==> config.mk <==
export PLATFORM = sky130hd
export DESIGN_NAME = pipemem_access
export DESIGN_NICKNAME = d
export VERILOG_FILES = /design/src/rtl/pipe_pkg.sv /design/src/rtl/pipeemreg.sv /design/src/rtl/pipemem_access.sv
export SDC_FILE = /design/constraint.sdc
export NUM_CORES = 1
export LEC_CHECK = 0
export BUFFER_PORTS_ARGS = -buffer_cell sky130_fd_sc_hd__clkbuf_2
export CAP_MARGIN = 40
export CORE_MARGIN = 8
export CORE_UTILIZATION = 30
export CTS_CLUSTER_DIAMETER = 150
export DETAILED_ROUTE_END_ITERATION = 6
export HOLD_SLACK_MARGIN = 0.05
export PLACE_DENSITY = 0.69
export SLEW_MARGIN = 20
export SYNTH_ARGS = -nofsm -noshare
export SYNTH_HDL_FRONTEND = slang
export SYNTH_HIERARCHICAL = 1
export SYNTH_SLANG_ARGS = --single-unit
==> constraint.sdc <==
create_clock -name clock -period 1.85 [get_ports clock]
set_input_delay 0.37 -clock clock [delete_from_list [all_inputs] [get_ports clock]]
set_output_delay 0.37 -clock clock [all_outputs]
set_load 0.02 [all_outputs]
==> src/rtl/pipe_pkg.sv <==
// Shared types and widths for the MEM pipeline stage.
package pipe_pkg;

  localparam int unsigned WORD    = 32;
  localparam int unsigned REGADDR = 5;
  localparam int unsigned CNT_W   = 8;

  typedef enum logic {
    IDLE   = 1'b0,
    ACCESS = 1'b1
  } state_e;

  // EXE/MEM pipeline register payload
  typedef struct packed {
    logic [WORD-1:0]    alu;
    logic [WORD-1:0]    b;
    logic [REGADDR-1:0] rn;
    logic               wreg;
    logic               m2reg;
    logic               wmem;
  } em_t;

  function automatic logic is_mem_op(input em_t e);
    return e.m2reg | e.wmem;
  endfunction

  function automatic logic is_aligned(input logic [WORD-1:0] addr);
    return addr[1:0] == 2'b00;
  endfunction

endpackage

==> src/rtl/pipeemreg.sv <==
// EXE/MEM pipeline register with load enable and an occupied flag.
module pipeemreg
  import pipe_pkg::*;
(
  input  logic clock,
  input  logic resetn,
  input  logic en,
  input  em_t  d,
  output em_t  q,
  output logic occupied
);

  em_t  em_q, em_d;
  logic occ_q, occ_d;

  always_comb begin
    em_d  = em_q;
    occ_d = occ_q;
    if (en) begin
      em_d  = d;
      occ_d = 1'b1;
    end
  end

  always_ff @(posedge clock or negedge resetn) begin
    if (!resetn) begin
      em_q  <= '0;
      occ_q <= 1'b0;
    end else begin
      em_q  <= em_d;
      occ_q <= occ_d;
    end
  end

  assign q        = em_q;
  assign occupied = occ_q;

endmodule

==> src/rtl/pipemem_access.sv <==
// MEM stage: EXE/MEM register, one memory transaction per load/store,
// pipeline stall while outstanding, and MEM/WB input generation.
module pipemem_access
  import pipe_pkg::*;
#(
  parameter int unsigned MAX_WAIT = 255
) (
  input  logic               clock,
  input  logic               resetn,
  input  logic [WORD-1:0]    ealu,
  input  logic [WORD-1:0]    eb,
  input  logic [REGADDR-1:0] ern,
  input  logic               ewreg,
  input  logic               em2reg,
  input  logic               ewmem,
  output logic               mem_req,
  output logic               mem_we,
  output logic [WORD-1:0]    mem_addr,
  output logic [WORD-1:0]    mem_wdata,
  input  logic               mem_ready,
  input  logic [WORD-1:0]    mem_rdata,
  output logic               stall,
  output logic               mvalid,
  output logic [WORD-1:0]    malu,
  output logic [WORD-1:0]    mmo,
  output logic [REGADDR-1:0] mrn,
  output logic               mwreg,
  output logic               mm2reg,
  output logic               merr
);

  localparam logic [CNT_W-1:0] MAX_WAIT_C = CNT_W'(MAX_WAIT);

  state_e           state_q, state_d;
  logic [CNT_W-1:0] cnt_q, cnt_d;
  em_t              e_in;
  em_t              em;
  logic             occupied;
  logic             waiting;
  logic             under_limit;
  logic             timeout;

  assign e_in = '{alu: ealu, b: eb, rn: ern, wreg: ewreg, m2reg: em2reg, wmem: ewmem};

  pipeemreg u_emreg (
    .clock    (clock),
    .resetn   (resetn),
    .en       (~stall),
    .d        (e_in),
    .q        (em),
    .occupied (occupied)
  );

  // Timeout only when the memory has still not answered at the limit
  assign waiting     = (state_q == ACCESS) & ~mem_ready;
  assign under_limit = cnt_q < MAX_WAIT_C;
  assign timeout     = waiting & ~under_limit;
  assign stall       = waiting & under_limit;

  // Next state follows whatever instruction is captured at the same edge
  always_comb begin
    state_d = state_q;
    cnt_d   = '0;
    if (stall) begin
      cnt_d = cnt_q + CNT_W'(1);
    end else if (is_mem_op(e_in) && is_aligned(ealu)) begin
      state_d = ACCESS;
    end else begin
      state_d = IDLE;
    end
  end

  always_ff @(posedge clock or negedge resetn) begin
    if (!resetn) begin
      state_q <= IDLE;
      cnt_q   <= '0;
    end else begin
      state_q <= state_d;
      cnt_q   <= cnt_d;
    end
  end

  // Completion and fault flags for the instruction held in EXE/MEM
  always_comb begin
    mvalid = 1'b0;
    merr   = 1'b0;
    if (state_q == ACCESS) begin
      mvalid = mem_ready | timeout;
      merr   = timeout;
    end else begin
      mvalid = occupied;
      merr   = occupied & is_mem_op(em) & ~is_aligned(em.alu);
    end
  end

  assign mwreg     = em.wreg & mvalid & ~merr;
  assign mem_req   = (state_q == ACCESS);
  assign mem_we    = em.wmem;
  assign mem_addr  = em.alu;
  assign mem_wdata = em.b;
  assign malu      = em.alu;
  assign mrn       = em.rn;
  assign mm2reg    = em.m2reg;
  assign mmo       = mem_rdata;

endmodule

# Word level (Yosys, flattened, before mapping)
# Index checks and enable logic that the tools add are counted.
[totals]
register_bits = 82
out_inout_bits = 140
elab_cells = 32
[op_classes]
n_addsub = 1
order_cmp = 1
muxes = 4
bitwise_logic = 14
reduce_logical = 3
[ops]
columns = ["cell", "n"]
rows = [
  ["$add A8 B1 Y8 const B", 1],
  ["$lt A8 B8 Y1 const B", 1],
  ["$mux W8", 1],
  ["$and A1 B1 Y1", 7],
  ["$logic_not A2 Y1", 2],
  ["$not A1 Y1", 4],
  ["$mux W1", 3],
  ["$or A1 B1 Y1", 3],
  ["$logic_and A1 B1 Y1", 1],
]

# Logic depth before layout (Yosys ltp)
[depth]
depth_word = 7
ltp_mapped = 5

# Cells and area by module
# The synthesis kept the hierarchy.
[by_module_without_submodules]
columns = ["mod", "n_inst", "cells_per_inst", "area_per_inst_um2", "seq_area_each_um2"]
rows = [
  ["pipeemreg", 1, 154, 3054.2, 1826.8],
  ["pipemem_access", 1, 112, 967.2, 225.2],
]

# Worst setup path before layout
# No wires, ideal clock.
[synth_path]
kind = "flip-flop to output port"
from = "register u_emreg.em_q, in the netlist u_emreg/q[0]"
to = "output port mwreg"
t_arrival_ns = 1.446
required_time_ns = 1.480
path_slack_ns = 0.034
stages_incl_launch_ff = 4
n_path_buf = 0
path_cell_list = "dfrtp_1 > o22ai_1 > nor3b_1 > nor4b_1"
[synth_between]
elab_chain_cells = 6
[synth_lines]
columns = ["element", "line", "text"]
rows = [
  ["start, declared", "pipeemreg.sv:13", "em_t em_q, em_d;"],
  ["start signal, assigned", "pipeemreg.sv:30", "em_q <= em_d;"],
  ["$or A1 B1 Y1", "pipe_pkg.sv:24", "return e.m2reg | e.wmem;"],
  ["$and A1 B1 Y1 (2 in a row)", "pipemem_access.sv:92", "merr = occupied & is_mem_op(em) & ~is_aligned(em.alu);"],
  ["$mux W1", "pipemem_access.sv:87", "if (state_q == ACCESS) begin"],
  ["$not A1 Y1", "pipemem_access.sv:96", "assign mwreg = em.wreg & mvalid & ~merr;"],
  ["$and A1 B1 Y1", "pipemem_access.sv:96", ""],
  ["end, declared", "pipemem_access.sv:27", "output logic mwreg,"],
]
# No other way between the ends.

# Worst setup path after layout
[layout_path]
from = "register cnt_q[2]"
to = "output port merr"
[layout_between]
elab_chain_cells = 4
[layout_lines]
columns = ["element", "line", "text"]
rows = [
  ["start, declared", "pipemem_access.sv:35", "logic [CNT_W-1:0] cnt_q, cnt_d;"],
  ["start signal, assigned", "pipemem_access.sv:79", "cnt_q <= cnt_d;"],
  ["$lt A8 B8 Y1", "pipemem_access.sv:56", "assign under_limit = cnt_q < MAX_WAIT_C;"],
  ["$not A1 Y1", "pipemem_access.sv:57", "assign timeout = waiting & ~under_limit;"],
  ["$and A1 B1 Y1", "pipemem_access.sv:57", ""],
  ["$mux W1", "pipemem_access.sv:87", ""],
  ["end, declared", "pipemem_access.sv:29", "output logic merr"],
]
# No other way between the ends.

==> key figures <==
Synthesis
  – Cells after Synth: 266
  – Cell with the most instances after synthesis: dfrtp_1
  – Top post-synthesis cells by area: dfrtp_1, mux2_4, buf_4, buf_12, mux2_2
  – Synth area leader: dfrtp_1
  – Seq cells post-synth: 82
  – Netlist cell types: 33
  – Seq/Total Area, Yosys: 0.510
  – Yosys warns: 6
  – Top_reg_cell synth: dfrtp_1
  – Post-synth top cells: dfrtp_1, mux2_4, buf_4
  – FFs w/ async S/R, synth: 1.00
  – Top-area cell type share of the netlist area: 0.510
  – Post-synth EDFFs: 0
  – Avg Inst Size Synth: 15.1 µm²
  – Mapped Area: 4020 µm²
  – Syn nets: 374

Finish
  – Fill cells: 1263
  – Post-Layout Cell Count: 587
  – Area Overhead vs Synth: 26.0%
  – Area of the multi-input gates: 1360 µm²
  – Final core utilization: 0.384
  – Seq. cell area: 2050 µm²
  – Final instance area: 5070 µm²
  – Proportion of layout cells with a drive suffix above 1: 0.730
  – Final #Nets: 514
  – Antenna cells: 0

Global routing
  – Largest net degree at the start of global routing: 48
  – Initial antenna violation count: 0
  – GRT Resource Usage Total: 0.109
  – Number of global-route vias before repair: 2894
  – Global-route wire length before repair: 15300 µm
  – GR Overflow Total: 0

Placed design
  – Final HPWL DP: 7100 µm
  – Count of input and output buffers: 182
  – Cell Area, Placed: 4630 µm²
  – DP Cell Count: 561
  – Routability Congestion: 0.776

Clocking
  – CTS tree: built
  – Clock root cell: clkbuf_16
  – Clock transition at path regs: 0.06 ns
  – Longest Clk Path Bufs: 2
  – TritonCTS Buffers: 9
  – Skew-Pair Late Insertion Delay: 0.34 ns
  – Clock sink total: 82
  – Htree depth: 3

Floorplanning
  – Die ar.: 17400 µm²
  – Row cnt: 42
  – Initial Util: 0.305
  – Core area: 13200 µm²
  – Die Ht: 132 µm
  – IO Count: 247
  – DIE WIDTH: 132 µm

STA
  – Final Hold Viols: 0
  – Final setup fails: 0
  – Final period utilization: 0.983
  – Worst-margin pin slew: 0.274 ns
  – Final Max Tran Viols: 0
  – Worst Clk Skew: 0.00622 ns
  – Max-slew headroom: 0.817
  – RSZ-0062 raised after global routing: true
  – Max Freq: 550 MHz
  – Min Tclk post-route: 1.82 ns

Drt
  – Drt drc: 0
  – Initial DRC Count: 50
  – Via count: 2491
  – Antenna-violating nets left: 0
  – Vias per cell: 4.24
  – Routed len/inst: 15.9 µm
  – DRT Wirelength: 9360 µm
  – Pre-antenna DRT Iters: 4

Outcome
  – Run status: finished, final reports clean

Worst setup path
  – Critical path required time: 1.48 ns
  – CP Max Fanout: 3
  – Critical Path Source Type: flop
  – Kind of end point of the critical path: output port
  – Crit path DAT: 1.45 ns
  – Crit Path Class: reg -> out

Pwr
  – PD cells: 958 nW/µm²
  – Leak pwr: 2.74 nW
  – IR drop worst, VDD: 0.000452 V

Hold path
  – Worst hold path class: in -> reg

Flow run
  – Max Cap Viol: 0
==> layout by cell type (no fill, tap or decap), types with 2 or more instances in the layout <==
| cell type | count |
|---|---|
| clkbuf_2 | 177 |
| dfrtp_1 | 81 |
| mux2_4 | 69 |
| buf_4 | 17 |
| clkbuf_16 | 9 |
| nor2_1 | 6 |
| nand3_1 | 4 |
| clkbuf_8 | 3 |
| clkinv_2 | 3 |
| buf_12 | 3 |
| mux2_2 | 3 |
| o21ai_0 | 2 |
| or3_1 | 2 |
| a21oi_1 | 2 |
| xor2_1 | 2 |
| buf_6 | 2 |
==> path summary, 6_finish.rpt <==
kind,end,slack (ns),cells past startpoint,start
max,merr,0.03,4,cnt_q[2]
min,mem_req,0.24,2,ealu[0]
max reg2reg,u_emreg/q[1],0.10,5,cnt_q[2]
min reg2reg,u_emreg/occupied,0.50,1,u_emreg/occupied
max in group asynchronous,u_emreg/q[54],0.87,3,resetn
min in group asynchronous,u_emreg/q[45],0.43,2,resetn
==> layout make-up <==
class | instances | share of cell area
Sequential cell | 82 | 0.405
Multi-Input combinational cell | 110 | 0.268
Timing Repair Buffer | 201 | 0.221
Clock buffer | 11 | 0.0499
Tap cell | 176 | 0.0435
Clock inverter | 5 | 0.0104
Inverter | 2 | 0.00198
==> metrics by stage <==
step / TNS (ns) / setup slack (ns) / total power, W / hold WS [ns]
floorplan: 0 / 0.0337 / 0.00285 / 0.0744
global route: -0.107 / -0.0402 / 0.00509 / 0.237
CTS: -0.0846 / -0.0694 / 0.00494 / 0.227
global placement: 0 / 0.186 / 0.00303 / 0.239
detailed placement: 0 / 0.137 / 0.00305 / 0.246
finish: 0 / 0.0313 / 0.00485 / 0.241
==> routing by layer <==
layer | GRT usage | part of all wire | up-vias
met5 | 0 | 0 | -
met4 | 0.0466 | 0.018 | 0
met3 | 0.0564 | 0.095 | 18
met2 | 0.173 | 0.49 | 129
met1 | 0.119 | 0.40 | 1215
li1 | - | - | 1129
==> critical path, cell delays in order, from the launching register on <==
cell and delay [ns]:
dfrtp_1 0.38, and4_4 0.20, and2_2 0.20, a41o_1 0.18, clkbuf_8 0.15
==> cells by family after synthesis <==
kind of cell,after synthesis,share of synthesized area
adder cells (fa/ha/maj),1,0.00311
AO/OA/AOI/OAI,10,0.0205
buffers and inverters,74,0.160
multiplexers,72,0.266
AND/OR/NAND/NOR,24,0.0339
flip-flops,82,0.510
XOR/XNOR,3,0.00654
==> registers in the layout, indices dropped and copies added, names as in the netlist <==
register          cells
mem_req               1
u_emreg/q            72
cnt_q                 8
u_emreg/occupied      1
==> repair_timing <==
item                                    in CTS  in global routing
pin swaps                                    8                  6
resized for setup                           10                  7
setup buffers                                8                  1
hold buffers                                 1                  0
endpoints found under the setup margin       4                  4
endpoints found under the hold margin       13                  0
==> report_power, final <==
| part | leakage [nW] | internal [W] | switching (W) |
|---|---|---|---|
| clock network | 0.151 | 0.00111 | 0.000708 |
| logic | 1.62 | 0.000459 | 0.000531 |
| registers | 0.970 | 0.00194 | 0.000107 |
(Power assumes the default switching activity.)
